==> src/rtl/au_gray_cnt_if.sv <==
// Command/status bundle for the up/down Gray-code counter.
// The master issues clear/load/count commands; the slave returns the Gray and binary counts.
interface au_gray_cnt_if #(
    parameter int WIDTH = 8
);
    logic             clr;
    logic             load;
    logic [WIDTH-1:0] ld_val;
    logic             en;
    logic             up;
    logic [WIDTH-1:0] g;
    logic [WIDTH-1:0] b;
    logic             wrap;

    modport master (
        output clr,
        output load,
        output ld_val,
        output en,
        output up,
        input  g,
        input  b,
        input  wrap
    );

    modport slave (
        input  clr,
        input  load,
        input  ld_val,
        input  en,
        input  up,
        output g,
        output b,
        output wrap
    );
endinterface

==> src/rtl/au_gray_cnt.sv <==
// Registered up/down Gray-code counter with a matching binary count and a wrap-around pulse.
// The Gray word has its own register, loaded from the Gray encoding of the next binary value.
module au_gray_cnt #(
    parameter int          WIDTH = 8,
    parameter int unsigned INIT  = 0
) (
    input  logic         clk,
    input  logic         rst_n,
    au_gray_cnt_if.slave cnt
);

    localparam logic [WIDTH-1:0] INIT_B = WIDTH'(INIT);
    localparam logic [WIDTH-1:0] INIT_G = INIT_B ^ (INIT_B >> 1);
    localparam logic [WIDTH-1:0] ONES   = '1;
    localparam logic [WIDTH-1:0] ZERO   = '0;
    localparam logic [WIDTH-1:0] ONE    = WIDTH'(1);

    logic [WIDTH-1:0] b_q;
    logic [WIDTH-1:0] g_q;
    logic             wrap_q;

    logic [WIDTH-1:0] next_b;
    logic [WIDTH-1:0] next_g;
    logic             next_wrap;

    // Clear beats load beats counting; wrap only comes from a counting step across the end.
    always_comb begin
        next_b    = b_q;
        next_wrap = 1'b0;
        if (cnt.clr) begin
            next_b = INIT_B;
        end else if (cnt.load) begin
            next_b = cnt.ld_val;
        end else if (cnt.en) begin
            if (cnt.up) begin
                next_b    = b_q + ONE;
                next_wrap = (b_q == ONES);
            end else begin
                next_b    = b_q - ONE;
                next_wrap = (b_q == ZERO);
            end
        end
    end

    assign next_g = next_b ^ (next_b >> 1);

    always_ff @(posedge clk or negedge rst_n) begin
        if (!rst_n) begin
            b_q    <= INIT_B;
            g_q    <= INIT_G;
            wrap_q <= 1'b0;
        end else begin
            b_q    <= next_b;
            g_q    <= next_g;
            wrap_q <= next_wrap;
        end
    end

    assign cnt.b    = b_q;
    assign cnt.g    = g_q;
    assign cnt.wrap = wrap_q;

endmodule

==> src/flat_wrapper.sv <==
// flat-port wrapper written by rule: the top's interface ports become plain ports
module au_gray_cnt_flat 
#(
    parameter int          WIDTH = 8,
    parameter int unsigned INIT  = 0
)
  (clk, rst_n, cnt_clr, cnt_load, cnt_ld_val, cnt_en, cnt_up, cnt_g, cnt_b, cnt_wrap);
  au_gray_cnt_if #(.WIDTH(WIDTH)) cnt_i ();
  input  logic clk;
  input  logic rst_n;
  input wire logic [$bits(cnt_i.clr)-1:0] cnt_clr;
  input wire logic [$bits(cnt_i.load)-1:0] cnt_load;
  input wire logic [$bits(cnt_i.ld_val)-1:0] cnt_ld_val;
  input wire logic [$bits(cnt_i.en)-1:0] cnt_en;
  input wire logic [$bits(cnt_i.up)-1:0] cnt_up;
  output wire logic [$bits(cnt_i.g)-1:0] cnt_g;
  output wire logic [$bits(cnt_i.b)-1:0] cnt_b;
  output wire logic [$bits(cnt_i.wrap)-1:0] cnt_wrap;
  assign cnt_i.clr = cnt_clr;
  assign cnt_i.load = cnt_load;
  assign cnt_i.ld_val = cnt_ld_val;
  assign cnt_i.en = cnt_en;
  assign cnt_i.up = cnt_up;
  assign cnt_g = cnt_i.g;
  assign cnt_b = cnt_i.b;
  assign cnt_wrap = cnt_i.wrap;
  au_gray_cnt #(.WIDTH(WIDTH), .INIT(INIT)) u_core (.clk(clk), .rst_n(rst_n), .cnt(cnt_i));
endmodule
==> config.mk <==
export PLATFORM = sky130hd
export DESIGN_NAME = au_gray_cnt_flat
export DESIGN_NICKNAME = d
export VERILOG_FILES = /design/src/rtl/au_gray_cnt_if.sv /design/src/rtl/au_gray_cnt.sv /design/src/flat_wrapper.sv
export SDC_FILE = /design/constraint.sdc
export NUM_CORES = 1
export LEC_CHECK = 0
export CAP_MARGIN = 15
export CORE_ASPECT_RATIO = 1.4
export CORE_UTILIZATION = 46
export CTS_CLUSTER_SIZE = 14
export DETAILED_ROUTE_END_ITERATION = 12
export PLACE_DENSITY = 0.79
export SETUP_SLACK_MARGIN = 0.4
export SLEW_MARGIN = 20
export SYNTH_ARGS = -nofsm -noshare
export SYNTH_HDL_FRONTEND = slang
export SYNTH_SLANG_ARGS = --single-unit
==> constraint.sdc <==
create_clock -name clk -period 2.4 [get_ports clk]
set_input_delay 0.24 -clock clk [delete_from_list [all_inputs] [get_ports clk]]
set_output_delay 0.24 -clock clk [all_outputs]
set_load 0.05 [all_outputs]
==> results by group <==
Run status
  • Outcome: finished clean

Routing
  • DR WL/cell: around 15 µm
  • Detailed Route Iter0 Violations: 15
  • Vias per cell: approximately 5.3
  • DRC viols: 0
  • Detailed-route via count: between 900 and 1000
  • Number of iterations in the first detailed-routing pass: 3
  • Final ANT Viol Nets: 0
  • Routed Wire Length: 2670 µm

Timing
  • Setup_tns: 0 ns
  • Final setup vio count: 0
  • Worst Skew: just over 0.004 ns
  • Fin crit share: 85.2%
  • Worst slew margin: 52.9%
  • Final Slew Violations: 0
  • Final Hold Violating Endpoints: 0
  • Worst-Margin Slew: 0.704 ns
  • Top achievable clock speed: around 490 MHz
  • Minimum clock period: about 2 ns
  • RSZ-0062 raised after global routing: true

Critical path
  • CP Capture Type: flop
  • Worst Setup Start Kind: flop
  • FF-to-FF Start: u_core.cnt.b[1]
  • Worst R2R Path Depth: 7
  • Capture point of the worst reg-to-reg path: u_core.cnt.g[4]
  • Crit path max fanout: 4
  • WP data arrival: around 2.2 ns
  • Setup CP Type: reg2reg
  • Req. time, crit path: between 2 and 3 ns
  • Flop-to-flop setup slack: about 0.36 ns

GRT
  • Global-route wire length before repair: 4600 µm
  • Initial antenna violation count: 0
  • Vias in the first global route: 1049
  • Largest net degree at the start of global routing: 17
  • Total grt overflow: 0
  • Total GRT Usage: 24.5%

CTS
  • Worst-Skew Late Latency: about 0.28 ns
  • Max clock buf depth: 2
  • Post-CTS Hold Buffers: 0
  • Num CTS Buffers: 3
  • H-tree levels: 1
  • CTS root buf: clkbuf_4
  • CTS clock-pin slew for the worst setup and hold paths: 0.09 ns
  • CTS tree: done
  • Clock tree sinks: 16

Place
  • Port buffer count: 30
  • Gpl congestion: 0.829
  • HPWL after DPL: 2010 µm

Pwr
  • Sw Pwr: 353 µW
  • Pint: roughly 580 µW
  • Switching fraction of total power: 37.9%
  • Logic pwr share: 46.5%
  • Leakage power: between 0.7 and 0.8 nW
  • Pwr Density: 587 nW/µm²
  • Flop pwr share: 35.0%
  • Clock Power Share: roughly 19%
  • Max VDD drop: 0.556 mV

Synthesis
  • Seq cells post-synth: 16
  • Largest area contributor in the netlist: dfrtp_1
  • Syn_nets: 130
  • Number of synthesized flops with an enable pin: 0
  • Mapped cell area: 1030 µm²
  • Yosys warnings: 0
  • Syn_area_per_cell: around 9.4 µm²
  • Top-area cell type share of the netlist area: between 30% and 40%
  • Post-synth top flop: dfrtp_1
  • Most numerous cell in the Yosys netlist: dfrtp_1
  • Count of unique library cells instantiated by Yosys: 34
  • Synth top area cells: dfrtp_1 (39%), ha_1 (7.3%), xnor2_1 (6.8%), a21oi_1 (5.4%), xor2_1 (5.1%)
  • Sequential fraction of the synthesis area: 38.9%
  • Synth Instances: about 110
  • Synth async-reset ratio: 100%
  • Post-synth top cells: dfrtp_1 (16), a21oi_1 (11), inv_1 (10), nor2_1 (10), xnor2_1 (8)

Floorplan
  • Core area: 2040 µm²
  • Die X: 42.0 µm
  • Initial core utilization: 50.3%
  • Num rows: 19
  • Die height: 57.9 µm
  • DIE AREA: 2430 µm²
  • Ports: 31

Finish
  • Layout fillers: 154
  • Antenna cells: 0
  • Final net count: 176
  • Fin util: 77.6%
  • Share of cells above drive strength 1: approximately a quarter
  • Area delta synth->final: 54.3%

Hold path
  • Min-delay worst type: in2async

Job
  • Max Cap Violations: 0
==> stage by stage <==
| stage | area (µm²) | std cells | worst slack [ns] | hold WS, ns | total power, mW |
|---|---|---|---|---|---|
| global placement | 1450 | 162 | -0.161 | 0.685 | 0.722 |
| floorplan | 1090 | 109 | 0.344 | -0.0556 | 0.593 |
| detailed placement | 1450 | 162 | -0.237 | 0.696 | 0.730 |
| CTS | 1560 | 172 | 0.374 | 0.389 | 0.927 |
| global route | 1590 | 175 | 0.303 | 0.444 | 0.976 |
| finish | 1590 | 175 | 0.356 | 0.378 | 0.931 |
==> worst max path at each step <==
stage                          from               to  slack (ns)  depth (start not counted)
global route        u_core.cnt.b[1]  u_core.cnt.g[4]        0.30                          7
finish              u_core.cnt.b[1]  u_core.cnt.g[4]        0.36                          7
detailed placement           cnt_up  u_core.cnt.g[4]       -0.24                          9
floorplan           u_core.cnt.b[1]  u_core.cnt.g[6]        0.34                          8
global placement             cnt_up  u_core.cnt.g[4]       -0.16                          9
CTS                 u_core.cnt.b[1]  u_core.cnt.g[4]        0.37                          7
==> critical path, cell delays in order (launching register included) <==
cell and delay, ns:
dfrtp_2 0.45, ha_4 0.25, a211oi_4 0.27, o31ai_4 0.12
xor2_1 0.16, mux2_4 0.30, o21a_1 0.20, xor2_1 0.16
==> layout make-up <==
type	count	area, µm²	share of cell area (%)
Multi-Input combinational cell	78	651	41.0
Timing Repair Buffer	46	425	26.8
Sequential cell	16	407	25.6
Inverter	10	41.3	2.60
Clock buffer	4	36.3	2.29
Tap cell	21	26.3	1.66
==> cells by family after synthesis <==
| group | after synthesis | share of synthesized area (%) |
|---|---|---|
| AOI/OAI and AO/OA | 28 | 18.9 |
| xor gates and xnor gates | 14 | 11.9 |
| adders and majority gates | 7 | 9.25 |
| buffers and inverters | 15 | 5.96 |
| DFF | 16 | 38.9 |
| muxes | 3 | 3.04 |
| and+or+nand+nor | 26 | 12.0 |
==> routing by layer <==
layer  track usage, %  vias to the layer above  wire length, µm
met3             1.56                        2               45
li1                 -                      467                -
met2             45.5                       17             1480
met1             29.4                      442             1130
met4             9.22                        0               19
met5                0                        -                0
==> placed cells by master (no fill, tap or decap), drive strengths merged <==
cell type,count
a211o,1
a211oi,3
a21o,2
a21oi,11
a221o,1
a22oi,1
a31oi,2
buf,16
clkbuf,4
clkdlybuf4s15,1
clkdlybuf4s50,29
clkinvlp,1
dfrtp,16
fa,1
ha,6
inv,9
mux2,1
mux2i,2
nand2,4
nand2b,1
nand3,2
nand4,2
nor2,10
nor2b,1
nor3,1
nor4,3
o211a,1
o21a,3
o21ai,1
o31ai,2
or2,1
or3,1
xnor2,8
xor2,6
==> power groups by stage <==
stage | Sequential (mW) | Combinational, mW | Clock, mW
6_report | 0.326 | 0.433 | 0.172
5_1_grt | 0.330 | 0.462 | 0.184
4_1_cts | 0.325 | 0.427 | 0.175
3_5_place_dp | 0.333 | 0.397 | 0
3_3_place_gp | 0.331 | 0.391 | 0
2_1_floorplan | 0.436 | 0.158 | 0
==> registers in the layout, summed over array words and instances (netlist names) <==
name and count:
u_core.cnt.b 8, u_core.cnt.g 7, u_core.cnt.wrap 1
==> timing repair <==
action	in CTS	in global routing
setup endpoints to repair	9	5
gates resized for setup	9	1
pin swaps	5	2
buffers inserted	6	3
(Power assumes the default switching activity.)
